### src/rtl/seq_nr_divider.sv
`default_nettype none
// ============================================================================
//  Module      : seq_nr_divider
//  Description : Multi-cycle signed non-restoring divider, one quotient bit
//                per clock, with divide-by-zero and MIN/-1 overflow flags.
//                Optional macro SEQ_DIV_EARLY_EXIT_EN skips iteration when
//                either operand is zero.
//  Revision    : 1.0 - initial release
// ============================================================================
module seq_nr_divider #(
    parameter int WIDTH = 8
) (
    input  logic             clk,
    input  logic             rst,
    input  logic             start,
    input  logic [WIDTH-1:0] dividend,
    input  logic [WIDTH-1:0] divisor,
    output logic             busy,
    output logic             done,
    output logic [WIDTH-1:0] quotient,
    output logic [WIDTH-1:0] remainder,
    output logic             div_by_zero,
    output logic             overflow
);

    localparam int CW = $clog2(WIDTH);
    localparam logic [WIDTH-1:0] C_MIN = {1'b1, {(WIDTH-1){1'b0}}};

    typedef enum logic [1:0] {
        S_IDLE = 2'd0,
        S_CALC = 2'd1,
        S_FIX  = 2'd2,
        S_DONE = 2'd3
    } state_t;

    state_t           r_state;
    state_t           w_state_nxt;
    logic             w_accept;
    logic             w_early;
    logic             w_early_cond;

    logic [CW-1:0]    r_cnt;
    logic [WIDTH:0]   r_p;
    logic [WIDTH:0]   r_dmag;
    logic [WIDTH-1:0] r_a;
    logic [WIDTH-1:0] r_dividend;
    logic             r_q_neg;
    logic             r_r_neg;
    logic             r_dbz;
    logic             r_ovf;

    logic [WIDTH-1:0] r_quotient;
    logic [WIDTH-1:0] r_remainder;
    logic             r_div_by_zero;
    logic             r_overflow;

    logic [WIDTH-1:0] w_dvd_mag;
    logic [WIDTH:0]   w_dvs_mag;
    logic [WIDTH:0]   w_p_sh;
    logic [WIDTH:0]   w_p_nxt;
    logic [WIDTH-1:0] w_a_nxt;
    logic [WIDTH-1:0] w_r_mag;
    logic [WIDTH-1:0] w_quot;
    logic [WIDTH-1:0] w_rem;

`ifdef SEQ_DIV_EARLY_EXIT_EN
    assign w_early_cond = (divisor == '0) || (dividend == '0);
`else
    assign w_early_cond = 1'b0;
`endif

    // |MIN| = 2^(WIDTH-1) is exact as an unsigned WIDTH-bit value; the divisor
    // magnitude is kept WIDTH+1 bits wide to match the signed partial remainder.
    assign w_dvd_mag = dividend[WIDTH-1] ? ({WIDTH{1'b0}} - dividend) : dividend;
    assign w_dvs_mag = divisor[WIDTH-1]
                     ? ({(WIDTH+1){1'b0}} - {divisor[WIDTH-1], divisor})
                     : {1'b0, divisor};

    assign w_p_sh  = {r_p[WIDTH-1:0], r_a[WIDTH-1]};
    assign w_p_nxt = r_p[WIDTH] ? (w_p_sh + r_dmag) : (w_p_sh - r_dmag);
    assign w_a_nxt = {r_a[WIDTH-2:0], ~w_p_nxt[WIDTH]};

    // Final correction: a negative partial remainder is restored once.
    assign w_r_mag = r_p[WIDTH] ? (r_p[WIDTH-1:0] + r_dmag[WIDTH-1:0]) : r_p[WIDTH-1:0];
    assign w_quot  = r_dbz ? {WIDTH{1'b1}}
                   : (r_q_neg ? ({WIDTH{1'b0}} - r_a) : r_a);
    assign w_rem   = r_dbz ? r_dividend
                   : (r_r_neg ? ({WIDTH{1'b0}} - w_r_mag) : w_r_mag);

    always_ff @(posedge clk) begin
        if (rst) begin
            r_state <= S_IDLE;
        end else begin
            r_state <= w_state_nxt;
        end
    end

    always_comb begin
        w_state_nxt = r_state;
        w_accept    = 1'b0;
        w_early     = 1'b0;
        case (r_state)
            S_IDLE: begin
                if (start) begin
                    w_accept    = 1'b1;
                    w_early     = w_early_cond;
                    w_state_nxt = w_early_cond ? S_DONE : S_CALC;
                end
            end
            S_CALC: begin
                if (r_cnt == CW'(WIDTH - 1)) begin
                    w_state_nxt = S_FIX;
                end
            end
            S_FIX:   w_state_nxt = S_DONE;
            S_DONE:  w_state_nxt = S_IDLE;
            default: w_state_nxt = S_IDLE;
        endcase
    end

    always_ff @(posedge clk) begin
        if (rst) begin
            r_cnt         <= '0;
            r_p           <= '0;
            r_dmag        <= '0;
            r_a           <= '0;
            r_dividend    <= '0;
            r_q_neg       <= 1'b0;
            r_r_neg       <= 1'b0;
            r_dbz         <= 1'b0;
            r_ovf         <= 1'b0;
            r_quotient    <= '0;
            r_remainder   <= '0;
            r_div_by_zero <= 1'b0;
            r_overflow    <= 1'b0;
        end else begin
            if (w_accept) begin
                r_cnt      <= '0;
                r_p        <= '0;
                r_a        <= w_dvd_mag;
                r_dmag     <= w_dvs_mag;
                r_dividend <= dividend;
                r_q_neg    <= dividend[WIDTH-1] ^ divisor[WIDTH-1];
                r_r_neg    <= dividend[WIDTH-1];
                r_dbz      <= (divisor == '0);
                r_ovf      <= (dividend == C_MIN) && (divisor == {WIDTH{1'b1}});
                if (w_early) begin
                    // Either operand is zero: the remainder is the dividend either way.
                    r_quotient    <= (divisor == '0) ? {WIDTH{1'b1}} : {WIDTH{1'b0}};
                    r_remainder   <= dividend;
                    r_div_by_zero <= (divisor == '0);
                    r_overflow    <= 1'b0;
                end else begin
                    r_div_by_zero <= 1'b0;
                    r_overflow    <= 1'b0;
                end
            end
            if (r_state == S_CALC) begin
                r_p   <= w_p_nxt;
                r_a   <= w_a_nxt;
                r_cnt <= r_cnt + CW'(1);
            end
            if (r_state == S_FIX) begin
                r_quotient    <= w_quot;
                r_remainder   <= w_rem;
                r_div_by_zero <= r_dbz;
                r_overflow    <= r_ovf;
            end
        end
    end

    assign busy        = (r_state == S_CALC) || (r_state == S_FIX);
    assign done        = (r_state == S_DONE);
    assign quotient    = r_quotient;
    assign remainder   = r_remainder;
    assign div_by_zero = r_div_by_zero;
    assign overflow    = r_overflow;

endmodule
`default_nettype wire

### config.mk
export PLATFORM = sky130hd
export DESIGN_NAME = seq_nr_divider
export DESIGN_NICKNAME = d
export VERILOG_FILES = /design/src/rtl/seq_nr_divider.sv
export SDC_FILE = /design/constraint.sdc
export NUM_CORES = 1
export LEC_CHECK = 0
export ABC_AREA = 1
export CORE_AREA = 4 4 81 113
export CTS_CLUSTER_SIZE = 20
export DETAILED_ROUTE_END_ITERATION = 10
export DIE_AREA = 0 0 85 117
export PLACE_DENSITY = 0.79
export SETUP_SLACK_MARGIN = 0.05
export SYNTH_ARGS = -nofsm -noshare
export SYNTH_HDL_FRONTEND = slang
export SYNTH_SLANG_ARGS = --single-unit
export TNS_END_PERCENT = 50
### constraint.sdc
create_clock -name clk -period 4.5 [get_ports clk]
set_input_delay 0.45 -clock clk [delete_from_list [all_inputs] [get_ports clk]]
set_output_delay 0.45 -clock clk [all_outputs]
set_load 0.005 [all_outputs]
==> impl_metrics.yaml <==
clock_network:
  max-clock-path-buffers: 2
  cts-hold-fix-buffers: 0
  htreeDepth: 3
  cts_setup_buffers: 0
  cts.reportedPaths.clkPinSlew_ns: 0.06
  ctsResizeCount: 0
  cts_made_buffers: 9
  root_buffer: "clkbuf_16"
  tritoncts: "built"
  cts_num_sinks: 60
  clk_latency_ns: 0.34
timing:
  whs_ns: 0.464
  final-hold-violation-count: 0
  slew_violations: 0
  max_clock_freq_mhz: 383
  period_share_pct: 58.0
  setup_viol: 0
  worst_slew_pin_slew_ns: 0.912
  fin_setup_tns_ns: 0
  maxSlewHeadroom_pct: 39.0
  min_period_ns: 2.61
  rsz0062_at_grt: "false"
  clock_skew_ns: 0.00654
floorplan:
  initial_core_util_pct: 47.9
  coreArea_um2: 8150
  rows: 39
  die_area_um2: 9950
  die_x_um: 85
  ios: 39
  die-height_um: 117
synthesis:
  ys_ff_latch: 60
  syn_nets: 621
  synthTopCellsByArea: "dfxtp_1 (31%), nand2_1 (12%), ha_1 (9.0%), inv_1 (6.7%), a21oi_1 (5.9%)"
  yosysMostFrequentCell: "nand2_1"
  synthDistinctLibCells: 42
  synthesis.instances: 572
  yosysSeqAreaShare_pct: 30.8
  synth_common_cells: "nand2_1 (121), inv_1 (70), dfxtp_1 (60)"
  syn_area_um2: 3900
  synth-edff-count: 0
  synth_area_leader_cell: "dfxtp_1"
  synth_ff_type: "dfxtp_1"
  ys_warn_count: 0
  yosys.area.top_type_share_pct: 30.8
  synth.avg_cell_area_um2: 6.82
  async_flop_share_pct: 0
pwr:
  power_density_nw_per_um2: 699
  switching_power_mw: 1.46
  leakagePower_nw: 2.05
  pwr-share-clk_pct: 22.9
  seqPwrFrac_pct: 26.4
  p_comb_share_pct: 50.7
  p_sw_share_pct: 44.7
  p_int_mw: 1.80
  peakVddDrop_v: 0.000342
final_layout:
  fin_nets: 651
  synthToLayoutAreaGrowth_pct: 19.4
  diodes: 0
  layout-drive-gt1-share_pct: 6.10
worst_setup_path:
  worstSetupPathType: "reg -> reg"
  arrival_ns: 2.88
  crit_fanout: 17
  required_ns: 4.77
  cp-end-kind: "flip-flop"
  start_kind: "flip-flop"
place:
  io_buffers: 38
  dp_hpwl_mm: 7.86
  gp_congestion: 0.928
detailed_routing:
  routedWlPerCell_um: 15.2
  viasPerCell: 5.62
  totalWireLength_mm: 10.8
  num_vias: 3987
  postRouteAntennaNets: 0
  dr.pass1.iters: 6
  initialDrtViolationCount: 391
  drc_errors: 0
grt:
  grt_max_degree: 36
  busiest_layer: "met2"
  grt_usage_pct: 21.7
  grt_pass1_vias: 3763
  grt_overflow_total: 0
  grt_use_met3_pct: 2.59
  use_met1_pct: 24.8
  antenna_found_initial: 0
  grt_pass1_wl_mm: 17.4
  gr-usage-met2_pct: 38.1
job:
  drv_cap: 0
hold_path:
  hp-class: "reg -> reg"
outcome:
  status: "completed"
==> sequential cells by signal, indices dropped and copies added, names as in the netlist <==
name	count
r_dmag	9
r_p	9
quotient	8
r_a	8
r_dividend	8
remainder	8
r_cnt	3
r_state	2
div_by_zero	1
overflow	1
r_dbz	1
r_ovf	1
r_q_neg	1
==> cells by family (layout without fill, tap and decap cells) <==
| logic type | after synthesis | after routing | synth area share (%) |
|---|---|---|---|
| AND/OR/NAND/NOR | 244 | 244 | 27.9 |
| AO/OA/AOI/OAI | 129 | 129 | 18.8 |
| buffers and inverters | 97 | 132 | 9.84 |
| flip-flops | 60 | 60 | 30.8 |
| adder cells (fa/ha/maj) | 30 | 30 | 10.0 |
| XOR/XNOR | 12 | 12 | 2.69 |
==> final cells by class <==
class	count	area (um2)
Clock inverter	7	100
Inverter	74	278
Sequential cell	60	1200
Multi-Input combinational cell	415	2320
Tap cell	102	128
Timing Repair Buffer	42	410
Fill cell	756	3490
Clock buffer	9	225
==> routing by layer <==
layer  share of wire, %  up-vias
met2                 51      156
met4                4.4        0
met1                 40     1824
met5                  0        -
met3                5.2       34
li1                   -     1973
==> path summary, 6_finish.rpt <==
path	from	end	slack, ns	cells past startpoint
max	r_p[8]	r_p[5]	1.89	12
min	r_dmag[8]	r_dmag[8]	0.46	2
max reg2reg	r_p[8]	r_p[5]	1.89	12
min reg2reg	r_dmag[8]	r_dmag[8]	0.46	2
==> power by group through the flow <==
stage	Combinational [mW]	Sequential (mW)	Clock, mW
2_1_floorplan	1.24	0.798	0
4_1_cts	1.64	0.854	0.756
6_report	1.65	0.860	0.747
3_3_place_gp	1.57	0.859	0
3_5_place_dp	1.62	0.863	0
5_1_grt	1.86	0.878	0.778
==> per-stage QoR <==
stage	instances	worst slack, ns	utilization [%]	power, mW	area, um2
6_report	709	1.89	57.2	3.26	4660
5_1_grt	709	1.62	57.2	3.52	4660
4_1_cts	709	1.96	57.2	3.25	4660
3_5_place_dp	693	1.84	53.2	2.49	4340
3_3_place_gp	693	1.96	53.2	2.43	4340
2_1_floorplan	572	2.31	-	2.04	3900
==> layout by cell type, fill, tap and decap left out, types with 4 or more instances in the layout <==
master,n
inv_1,70
nand3_1,44
o211ai_1,6
clkbuf_16,9
ha_1,28
clkdlybuf4s50_1,38
xnor2_1,4
buf_4,4
nor3_1,18
nand2_1,121
nor2_1,36
a21oi_1,46
dfxtp_1,60
o22ai_1,4
xor2_1,8
a31oi_1,15
o21ai_0,41
nand4_1,4
==> critical path, stage by stage (launching register included) <==
cell     delay, ns
dfxtp_1       0.71
inv_2         0.24
o21ai_0       0.14
o22ai_1       0.09
ha_1          0.35
nand3_1       0.12
nand3_1       0.17
nand2_1       0.11
nand2_1       0.05
a21oi_1       0.15
o21ai_0       0.09
a21o_1        0.19
a21oi_1       0.12
Note: power is estimated with default switching activity, not from simulation.
==> edit: new RTL, same flow settings <==
Change the parameter `WIDTH` from 8 to 4.
--- a/src/rtl/seq_nr_divider.sv
+++ b/src/rtl/seq_nr_divider.sv
@@ -10,3 +10,3 @@
 module seq_nr_divider #(
-    parameter int WIDTH = 8
+    parameter int WIDTH = 4
 ) (
Interface: changed (resized dividend, divisor, quotient and remainder); port bits go from 39 to 23. The function was not compared with the original's and may differ.
==> edit against the original RTL <==
- worst setup slack improved by 0.24 ns
- cell area shrank 46%
- sequential cell count is 25 lower
- routed wire length down 54%
- area after synthesis is 47% lower
- sequential power is 45% lower
- synthesized cell count fell by 50%
- hold slack better by 0.011 ns
- first-iteration DRC count decreased by 69%
- power shrank 55%
- global-route usage down 12 points
- largest cell class unchanged
==> edit: results (changes against the original RTL) <==
metric	value	unit	change
status	completed		
hp-start	r_dmag[4]		
cts_root_buf	clkbuf_16		
wl_met3	195	um	-65%
yosysSeqAreaShare	0.336		+0.0278
slowest_delay	0.43	ns	-0.28 ns
h-tree-depth	2		-1
grt.total_usage	0.102		-0.116
synth_xor_area_frac	0.0252		-0.00176
drt_iter0_markers	123		-69%
wl_met2	2450	um	-55%
synth.area.top_cells	dfxtp_1, nand2_1, ha_1		
layout.nets	341		-48%
synth_compound_area_frac	0.161		-0.0279
crit_family	adder cells		
drive_above_1_share	0.0871		+0.0261
largest_registers	r_dmag: 5 flops, r_p: 5 flops		
io_buffers	22		-42%
routed_via_density	4.62		-18%
drt-pass1-iter-count	4		-2
skew	0.00336	ns	-0.00318 ns
synthDistinctLibCells	35		-17%
synth.avg_cell_area	7.25	um^2	+6.2%
grt_pass1_wl	8270	um	-52%
hold_slack	0.475	ns	+0.0109 ns
netlist_top_cells_count	nand2_1, inv_1, dfxtp_1, a21oi_1, ha_1		
numCtsBuffers	5		-4
reg2reg_depth	12		unchanged
gp_congestion	0.823		-11%
rr_endpoint	r_a[0]		
path_max_fanout	4		-13
min_to	r_dmag[4]		
dpl-instance-area	0.00239	mm^2	-45%
synth_fa_ha_area_frac	0.133		+0.0330
clk_pin_slew	0.05	ns	
grt_max_degree	24		-33%
ir_drop	0.238	mV	-30%
syn_nets	320		-48%
min_delay_path_depth	2		unchanged
wl_per_cell	12.0	um	-21%
clock_latency	0.27	ns	-0.07 ns
worst_pin_slew	0.866	ns	-0.0461 ns
grt_pass1_vias	1803		-52%
arrival	2.49	ns	-0.39 ns
drt-met1-wl	2140	um	-50%
place_inst	404		-42%
dp_hpwl	3770	um	-52%
top_layer_used	met4		
leakagePower	1.08	nW	-47%
dpl_worst_slack	2.18	ns	+0.339 ns
final_cells	412		-42%
r2r_start	r_dmag[1]		
edit: area by class of cell:
cell class              count  area, um^2
well taps                 102         128
flip-flops and latches     35         701
clock buffers               7         133
inverters                  48         181
repair buffers             22         220
fillers                   852        5620
clock inverters             1        5.00
multi-input cells         197        1160
edit: layer usage:
layer  vias to the layer above  track usage
met1                       860        0.119
met3                        15       0.0224
li1                        980            -
met2                        47        0.177
met4                         0       0.0454
met5                         -            0
edit: worst max-delay path by stage:
stage / from / endpoint / slack (ns)
global placement: r_dmag[1] / r_a[0] / 2.25
global route: r_dmag[1] / r_a[0] / 1.98
finish: r_dmag[1] / r_a[0] / 2.13
detailed placement: r_dmag[1] / r_a[0] / 2.18
CTS: r_dmag[1] / r_a[0] / 2.16
floorplan: r_dmag[1] / r_a[0] / 2.55
edit: where the power goes:
part / switching [mW] / internal [mW] / total, mW
logic: 0.381 / 0.274 / 0.656
registers: 0.0838 / 0.394 / 0.477
clock network: 0.122 / 0.204 / 0.327
